### src/rtl/change_dispenser.sv
// change_dispenser: pays out quarter/dime/nickel change one coin at a time,
// waiting for the coin-exit sensor to confirm each coin before ejecting the next.
//
// Ports:
//   clk          system clock
//   rst          asynchronous active-low reset
//   load         one-cycle strobe, captures quart/dim/nick (accepted in IDLE only)
//   quart/dim/nick  coin counts to dispense
//   coin_ack     coin-exit sensor level, high when a coin has passed
//   tube_empty   {quarter, dime, nickel} tube-empty flags, sampled when choosing a coin
//   fault_clr    clears a sticky fault and abandons the undelivered change
//   eject_q/d/n  tube solenoids, at most one high at a time
//   busy         dispensing in progress
//   done         one-cycle pulse when all coins are out
//   fault        sticky fault flag
//   fault_code   0 none, 1 ack timeout, 2 tube empty
//   remaining    cents still owed, saturated at 511
// Optional build macro CHANGE_AUDIT_EN adds audit_clr (input) and audit_total
// (output), a wrapping running total of cents dispensed.
module change_dispenser #(
   parameter int CNT_W   = 5,
   parameter int PULSE_W = 4,
   parameter int GAP_W   = 2,
   parameter int TIMEOUT = 255
) (
   input  logic             clk,
   input  logic             rst,
   input  logic             load,
   input  logic [CNT_W-1:0] quart,
   input  logic [CNT_W-1:0] dim,
   input  logic [CNT_W-1:0] nick,
   input  logic             coin_ack,
   input  logic [2:0]       tube_empty,
   input  logic             fault_clr,
`ifdef CHANGE_AUDIT_EN
   input  logic             audit_clr,
   output logic [15:0]      audit_total,
`endif
   output logic             eject_q,
   output logic             eject_d,
   output logic             eject_n,
   output logic             busy,
   output logic             done,
   output logic             fault,
   output logic [1:0]       fault_code,
   output logic [8:0]       remaining
);
   localparam logic [2:0] IDLE     = 3'd0;
   localparam logic [2:0] SELECT   = 3'd1;
   localparam logic [2:0] EJECT    = 3'd2;
   localparam logic [2:0] WAIT_ACK = 3'd3;
   localparam logic [2:0] GAP      = 3'd4;
   localparam logic [2:0] DONE     = 3'd5;
   localparam logic [2:0] FAULT    = 3'd6;
   logic [2:0]       state;
   logic [2:0]       sel;
   logic [2:0]       pick;
   logic [CNT_W-1:0] q_left;
   logic [CNT_W-1:0] d_left;
   logic [CNT_W-1:0] n_left;
   logic [3:0]       pcnt;
   logic [7:0]       tcnt;
   logic             acked;
   logic             ack_take;
   logic             pulse_end;
   logic             timed_out;
   logic [2:0]       after_ack;
   logic [15:0]      sum;
   // sel/pick are one-hot {quarter, dime, nickel}; quarters have priority
   assign pick      = |q_left ? 3'b100 : |d_left ? 3'b010 : |n_left ? 3'b001 : 3'b000;
   // one decrement per eject: the first ack cycle is taken, later ones ignored
   assign ack_take  = (state == EJECT || state == WAIT_ACK) && coin_ack && !acked;
   assign pulse_end = pcnt == 4'(PULSE_W - 1);
   // tcnt is 0 in the first eject cycle, so the fault lands TIMEOUT cycles after eject start
   assign timed_out = tcnt >= 8'(TIMEOUT - 1);
   assign after_ack = GAP_W == 0 ? SELECT : GAP;
   assign sum       = 16'(q_left) * 16'd25 + 16'(d_left) * 16'd10 + 16'(n_left) * 16'd5;
   assign remaining = sum > 16'd511 ? 9'd511 : sum[8:0];
   assign eject_q   = state == EJECT && sel[2];
   assign eject_d   = state == EJECT && sel[1];
   assign eject_n   = state == EJECT && sel[0];
   assign busy      = state == SELECT || state == EJECT || state == WAIT_ACK || state == GAP;
   assign done      = state == DONE;
   assign fault     = state == FAULT;
   always_ff @(posedge clk or negedge rst) begin
      if (!rst) begin
         state      <= IDLE;
         sel        <= 3'b000;
         q_left     <= '0;
         d_left     <= '0;
         n_left     <= '0;
         pcnt       <= 4'd0;
         tcnt       <= 8'd0;
         acked      <= 1'b0;
         fault_code <= 2'd0;
      end else begin
         case (state)
            IDLE: if (load) begin
               q_left <= quart;
               d_left <= dim;
               n_left <= nick;
               state  <= SELECT;
            end
            SELECT: begin
               pcnt  <= 4'd0;
               tcnt  <= 8'd0;
               acked <= 1'b0;
               sel   <= pick;
               if (pick == 3'b000) state <= DONE;
               else if (|(pick & tube_empty)) begin
                  state      <= FAULT;
                  fault_code <= 2'd2;
               end else state <= EJECT;
            end
            EJECT: begin
               pcnt <= pulse_end ? 4'd0 : pcnt + 4'd1;
               tcnt <= tcnt + 8'd1;
               // the pulse always runs to full length, even if the coin is already seen
               if (pulse_end) begin
                  if (acked || coin_ack) state <= after_ack;
                  else if (timed_out) begin
                     state      <= FAULT;
                     fault_code <= 2'd1;
                  end else state <= WAIT_ACK;
               end
            end
            WAIT_ACK: begin
               tcnt <= tcnt + 8'd1;
               if (coin_ack) state <= after_ack;
               else if (timed_out) begin
                  state      <= FAULT;
                  fault_code <= 2'd1;
               end
            end
            GAP: begin
               pcnt <= pcnt + 4'd1;
               if (pcnt == 4'(GAP_W - 1)) state <= SELECT;
            end
            DONE: state <= IDLE;
            FAULT: if (fault_clr) begin
               state      <= IDLE;
               fault_code <= 2'd0;
               q_left     <= '0;
               d_left     <= '0;
               n_left     <= '0;
            end
            default: state <= IDLE;
         endcase
         if (ack_take) begin
            acked <= 1'b1;
            if (sel[2]) q_left <= q_left - CNT_W'(1);
            else if (sel[1]) d_left <= d_left - CNT_W'(1);
            else n_left <= n_left - CNT_W'(1);
         end
      end
   end
`ifdef CHANGE_AUDIT_EN
   logic [15:0] coin_val;
   assign coin_val = sel[2] ? 16'd25 : sel[1] ? 16'd10 : 16'd5;
   // clear takes effect first so a coin acknowledged in the same cycle still counts
   always_ff @(posedge clk or negedge rst) begin
      if (!rst) audit_total <= 16'd0;
      else audit_total <= (audit_clr ? 16'd0 : audit_total) + (ack_take ? coin_val : 16'd0);
   end
`endif
endmodule
### config.mk
export PLATFORM = sky130hd
export DESIGN_NAME = change_dispenser
export DESIGN_NICKNAME = d
export VERILOG_FILES = /design/src/rtl/change_dispenser.sv
export SDC_FILE = /design/constraint.sdc
export NUM_CORES = 1
export LEC_CHECK = 0
export ABC_AREA = 1
export CAP_MARGIN = 20
export CORE_ASPECT_RATIO = 0.7
export CORE_MARGIN = 5
export CORE_UTILIZATION = 50
export CTS_CLUSTER_DIAMETER = 40
export CTS_CLUSTER_SIZE = 25
export DETAILED_ROUTE_END_ITERATION = 8
export PLACE_DENSITY = 0.85
export SLEW_MARGIN = 20
export SYNTH_ARGS = -nofsm -noshare
export SYNTH_HDL_FRONTEND = slang
export SYNTH_SLANG_ARGS = --single-unit
### constraint.sdc
create_clock -name clk -period 5.3 [get_ports clk]
set_input_delay 1.06 -clock clk [delete_from_list [all_inputs] [get_ports clk]]
set_output_delay 1.06 -clock clk [all_outputs]
set_load 0.005 [all_outputs]
Word level (Yosys, flattened, before mapping)
Cells that the tools add are included.
W data, S select, Z words.

storage, ports and cells
  bits in registers = 36
  latch bits = 0
  bits in writable memories = 0
  memory bits (read-only) = 0
  bits of input ports = 23
  output and inout bits = 17
  word-level logic and storage cells = 108
  memories = 0

cells by class
  add/sub/neg operators = 7
  multipliers = 3
  divide/modulo/power cells = 0
  $lt $le $gt $ge = 2
  equal/unequal tests = 17
  shift operators = 0
  mux-type cells = 45
  bitwise gates (word level) = 1
  reductions and logical operators = 24

operators by type and width
  cell                    count
  $mux W5                 14
  $mux W3                 11
  $pmux W5 S2             3
  $pmux W3 S6             1
  $mul A5 B3 Y8 const B   2
  $mux W2                 8
  $pmux W8 S2             1
  $reduce_or A5 Y1        3
  $sub A5 B1 Y5 const B   3
  $add A11 B8 Y12         1
  $gt A12 B9 Y1 const B   1
  $ne A2 B2 Y1 const B    6
  $pmux W4 S3             1
  $add A10 B9 Y11         1
  $mul A5 B5 Y10 const B  1
  $eq A3 B3 Y1 const B    3
  $mux W9                 1
  $add A8 B1 Y8 const B   1
  $ge A8 B8 Y1 const B    1
  $pmux W2 S4             1
  $reduce_and A7 Y1       1
  $eq A3 B2 Y1 const B    2
  $logic_not A3 Y1        2
  $logic_and A1 B1 Y1     5
  17 further kinds        25

Longest topological paths before layout
  depth after elaboration = 9
  mapped depth = 19
  mapped depth without buffers = 19

Least setup slack after synthesis
Ideal clock, no wire load.

  path kind = register -> output
  from = register d_left[1]
  to = output remaining[0]
  data arrival time = 4.159 ns
  data required time = 4.240 ns
  setup slack = 0.081 ns
  stages on the path, launching flop included = 19
  buffers on the path = 0
  path through = dfrtp_1 ha_1 ha_1 fa_1 inv_1 fa_1 inv_1 fa_1 inv_1 fa_1 inv_1 ha_1 nand2_1 o21ai_1 nand2_1 nand3_1 nand2_1 nor2_2 nand3b_1

on the way
  word-level cells in the longest chain between the ends = 5

RTL lines
  element                   RTL line  source
  start: declaration        59        logic [CNT_W-1:0] d_left;
  start signal: assignment  100       d_left <= dim;
  start signal: assignment  152       else if (sel[1]) d_left <= d_left - CNT_W'(1);
  $mul A5 B3 Y8             77        assign sum = 16'(q_left) * 16'd25 + 16'(d_left) * 16'd10 + 16'(n_left) * 16'd5;
  $add A10 B9 Y11           77
  $add A11 B8 Y12           77
  $gt A12 B9 Y1             78        assign remaining = sum > 16'd511 ? 9'd511 : sum[8:0];
  $mux W9                   78
  end: declaration          46        output logic [8:0] remaining

No other way between the ends.

Worst setup path after layout
  from = register d_left[1]
  to = output remaining[5]

on the way
  word-level cells in the longest chain between the ends = 5

RTL lines
  element              RTL line
  $mul A5 B3 Y8 (*)    77
  $add A10 B9 Y11 (*)  77
  $add A11 B8 Y12 (*)  77
  $gt A12 B9 Y1        78
  $mux W9 (*)          78

Mark *: on every way between the ends. The rest lies on a longest branch, timed or not.

==> results.yml <==
worst_setup_path:
  crit_path_end_kind: "primary output"
  start_kind: "register"
  cp_max_fo: 4
  crit_required_ns: 4.24
  criticalPathCategory: "register to primary output"
  cp.arrival_ns: 4.69
  r2r_slack_ns: 3.32
route:
  firstDrtPassIters: 5
  first_iter_violations: 327
  drc: 0
  vias_per_cell: 5.409
  finalWirelength_um: 9790
  vias: 3478
  wl_per_cell_um: 15.23
  ant_nets: 0
sta:
  clock_skew_ns: 0.005347
  post-route-period-util_pct: 108.6
  setup_slack_ns: -0.4533
  finalHoldViolCount: 0
  max_freq_ghz: 0.1738
  drv_slew: 0
  finalCriticalPeriod_ns: 5.753
  setup_viol: 9
  worst_pin_slew_ns: 0.4652
  relSlewSlack_pct: 68.99
  grt_setup_unrepaired: "yes"
clocking:
  cts-root-buf: "clkbuf_8"
  cts_sinks: 36
  cts_htree_levels: 2
  path_clk_slew_ns: 0.08
  clock_path_buffers: 2
  clock_latency_ns: 0.30
  numCtsBuffers: 5
  cts_tree: "done"
logic_synthesis:
  synth_top_cell_by_area: "dfrtp_1"
  syn-num-nets: 558
  ys_seq_elements: 36
  synth_edf_count: 0
  syn_area_per_cell_um2: 7.646
  synthArstFlopShare_pct: 100.0
  synthesis.area_um2: 3578
  ys_seq_area_share_pct: 25.17
  synth_flop_cell: "dfrtp_1"
  yosysWarnings: 0
  ys_top_cells_by_area: "dfrtp_1 25%, ha_1 17%, nand2_1 11%"
  netlist_instances: 468
  synth_top_area_share_pct: 25.17
  synth_cell_types: 35
floorplan:
  start_util_pct: 52.24
  ios: 40
  core_area_um2: 6850
  die_h_um: 80.78
  die_x_um: 111.1
  num_rows: 25
  dieArea_um2: 8976
global_route:
  antenna_found_initial: 0
  grt_usage_pct: 22.01
  grt_pass1_vias: 3441
  grt_first_pass_wirelength_um: 16130
  overflow: 0
  grt_max_degree: 37
flow_run:
  drv_cap: 0
final_layout:
  fin_area_um2: 4603
  drive_above_1_share_pct: 19.85
  seqCellArea_um2: 902.1
  synthToLayoutAreaGrowth_pct: 28.64
  post-route-util_pct: 67.20
  fillCellCount: 506
  antennaDiodeCount: 0
  nNetsFinal: 638
  multi_input_area_um2: 2501
placed_design:
  port_buffers: 39
  dp_hpwl_um: 6928
  place.gp.congestion: 0.8992
  placed_cell_area_um2: 4225
status:
  status: "finished with violations"
  violations: "setup timing"
min_path:
  min_path_type: "register to register"
path summary, 6_finish.rpt:
| check | cells past startpoint | start | end |
|---|---|---|---|
| worst max-delay path | 20 | d_left[1]$_DFF_PN0_ | remaining[5] |
| worst min-delay path | 2 | fault_code[1]$_DFFE_PN0P_ | fault_code[1]$_DFFE_PN0P_ |
| worst max register to register | 12 | q_left[3]$_DFF_PN0_ | state[2]$_DFFE_PN0P_ |
| worst min register to register | 2 | fault_code[1]$_DFFE_PN0P_ | fault_code[1]$_DFFE_PN0P_ |
| max in group asynchronous | 2 | rst | d_left[2]$_DFF_PN0_ |
| min in group asynchronous | 2 | rst | tcnt[5]$_DFFE_PN0P_ |
cells by family after synthesis:
logic type | count (synthesis) | share of synthesized area [%]
AND/OR/NAND/NOR | 198 | 25.00
buffers and inverters | 90 | 9.825
adder cells (fa/ha/maj) | 67 | 26.99
AO/OA/AOI/OAI | 64 | 9.826
flip-flops | 36 | 25.17
XOR/XNOR | 13 | 3.182
placed cells by master, fill, tap and decap left out, drive strengths merged:
cell | Yosys | layout
a211oi | 1 | 1
a21boi | 1 | 1
a21oi | 34 | 34
a22oi | 5 | 5
a31oi | 5 | 5
buf | 2 | 44
bufinv | 0 | 1
clkbuf | 0 | 5
clkdlybuf4s50 | 0 | 30
clkinv | 3 | 4
clkinvlp | 0 | 1
dfrtp | 36 | 36
fa | 17 | 17
ha | 50 | 50
inv | 85 | 85
nand2 | 113 | 113
nand3 | 31 | 31
nand3b | 4 | 4
nor2 | 41 | 42
nor3 | 8 | 8
o21ai | 16 | 16
o22ai | 1 | 1
o31ai | 1 | 1
or2 | 1 | 1
xnor2 | 7 | 7
xor2 | 6 | 6
synth_stat cells (2+ instances only):
cell type    n
nor2_2       4
a21oi_1     33
ha_1        50
nand3b_1     4
fa_1        17
nand2_4      2
o21ai_1      7
xor2_1       6
dfrtp_1     36
clkinv_1     3
nand3_1     29
inv_2       12
xnor2_1      7
a31oi_1      5
nor2_1      35
inv_1       72
nor3_1       7
a22oi_1      5
nand2_1    108
nand2_2      3
o21ai_0      9
sequential cells by signal, indices dropped and copies added (netlist names):
signal and count:
fault_code 2, tcnt 8, d_left 5, q_left 5, pcnt 4, sel 3
state 3, n_left 5, acked 1
final cells by class:
class	count	area share (%)
clock inverter	3	0.9242
inverter	88	7.230
tap	94	2.555
timing repair buffer	74	13.86
clock buffer	5	1.495
multi-input combinational	343	54.34
sequential	36	19.60
stage by stage:
stage | TNS (ns) | hold WS [ns] | worst slack [ns] | cells
2_1_floorplan | 0 | 0.4646 | 0.08132 | 468
3_3_place_gp | -3.686 | 0.4631 | -0.4163 | 620
3_5_place_dp | -4.470 | 0.4796 | -0.5103 | 620
4_1_cts | -3.826 | 0.5162 | -0.4835 | 639
5_1_grt | -5.264 | 0.5392 | -0.6282 | 643
6_report | -3.797 | 0.5128 | -0.4533 | 643
critical path, cell delays in order, from the launching register on:
cell	delay [ns]
dfrtp_1	0.38
ha_1	0.30
ha_2	0.19
fa_1	0.50
inv_2	0.05
fa_1	0.51
inv_2	0.04
fa_1	0.49
inv_1	0.06
fa_1	0.49
inv_2	0.05
ha_4	0.26
a21oi_4	0.14
o21ai_4	0.09
nand2_4	0.11
a21oi_4	0.07
buf_6	0.13
nor2_4	0.19
buf_6	0.13
nand3_2	0.06
buf_2	0.14
per-layer routing:
metal  vias to the layer above  global-route usage [%]  share of wire (%)
li1                       1652                       -                  -
met1                      1633                   29.01                 45
met2                       163                   35.96                 45
met3                        30                   6.255                8.5
met4                         0                   6.318                2.0
met5                         -                       0                  0
what timing repair did:
item | CTS | global route
setup buffers | 10 | 4
cloned | 1 | 0
endpoints found under the setup margin | 9 | 9
gates resized for setup | 68 | 12
hold buffers | 0 | 0
pin swaps | 14 | 12
Power is left out: the tool's default activity adds up to more than one toggle a clock period on the data nets, which glitch-free logic cannot reach.
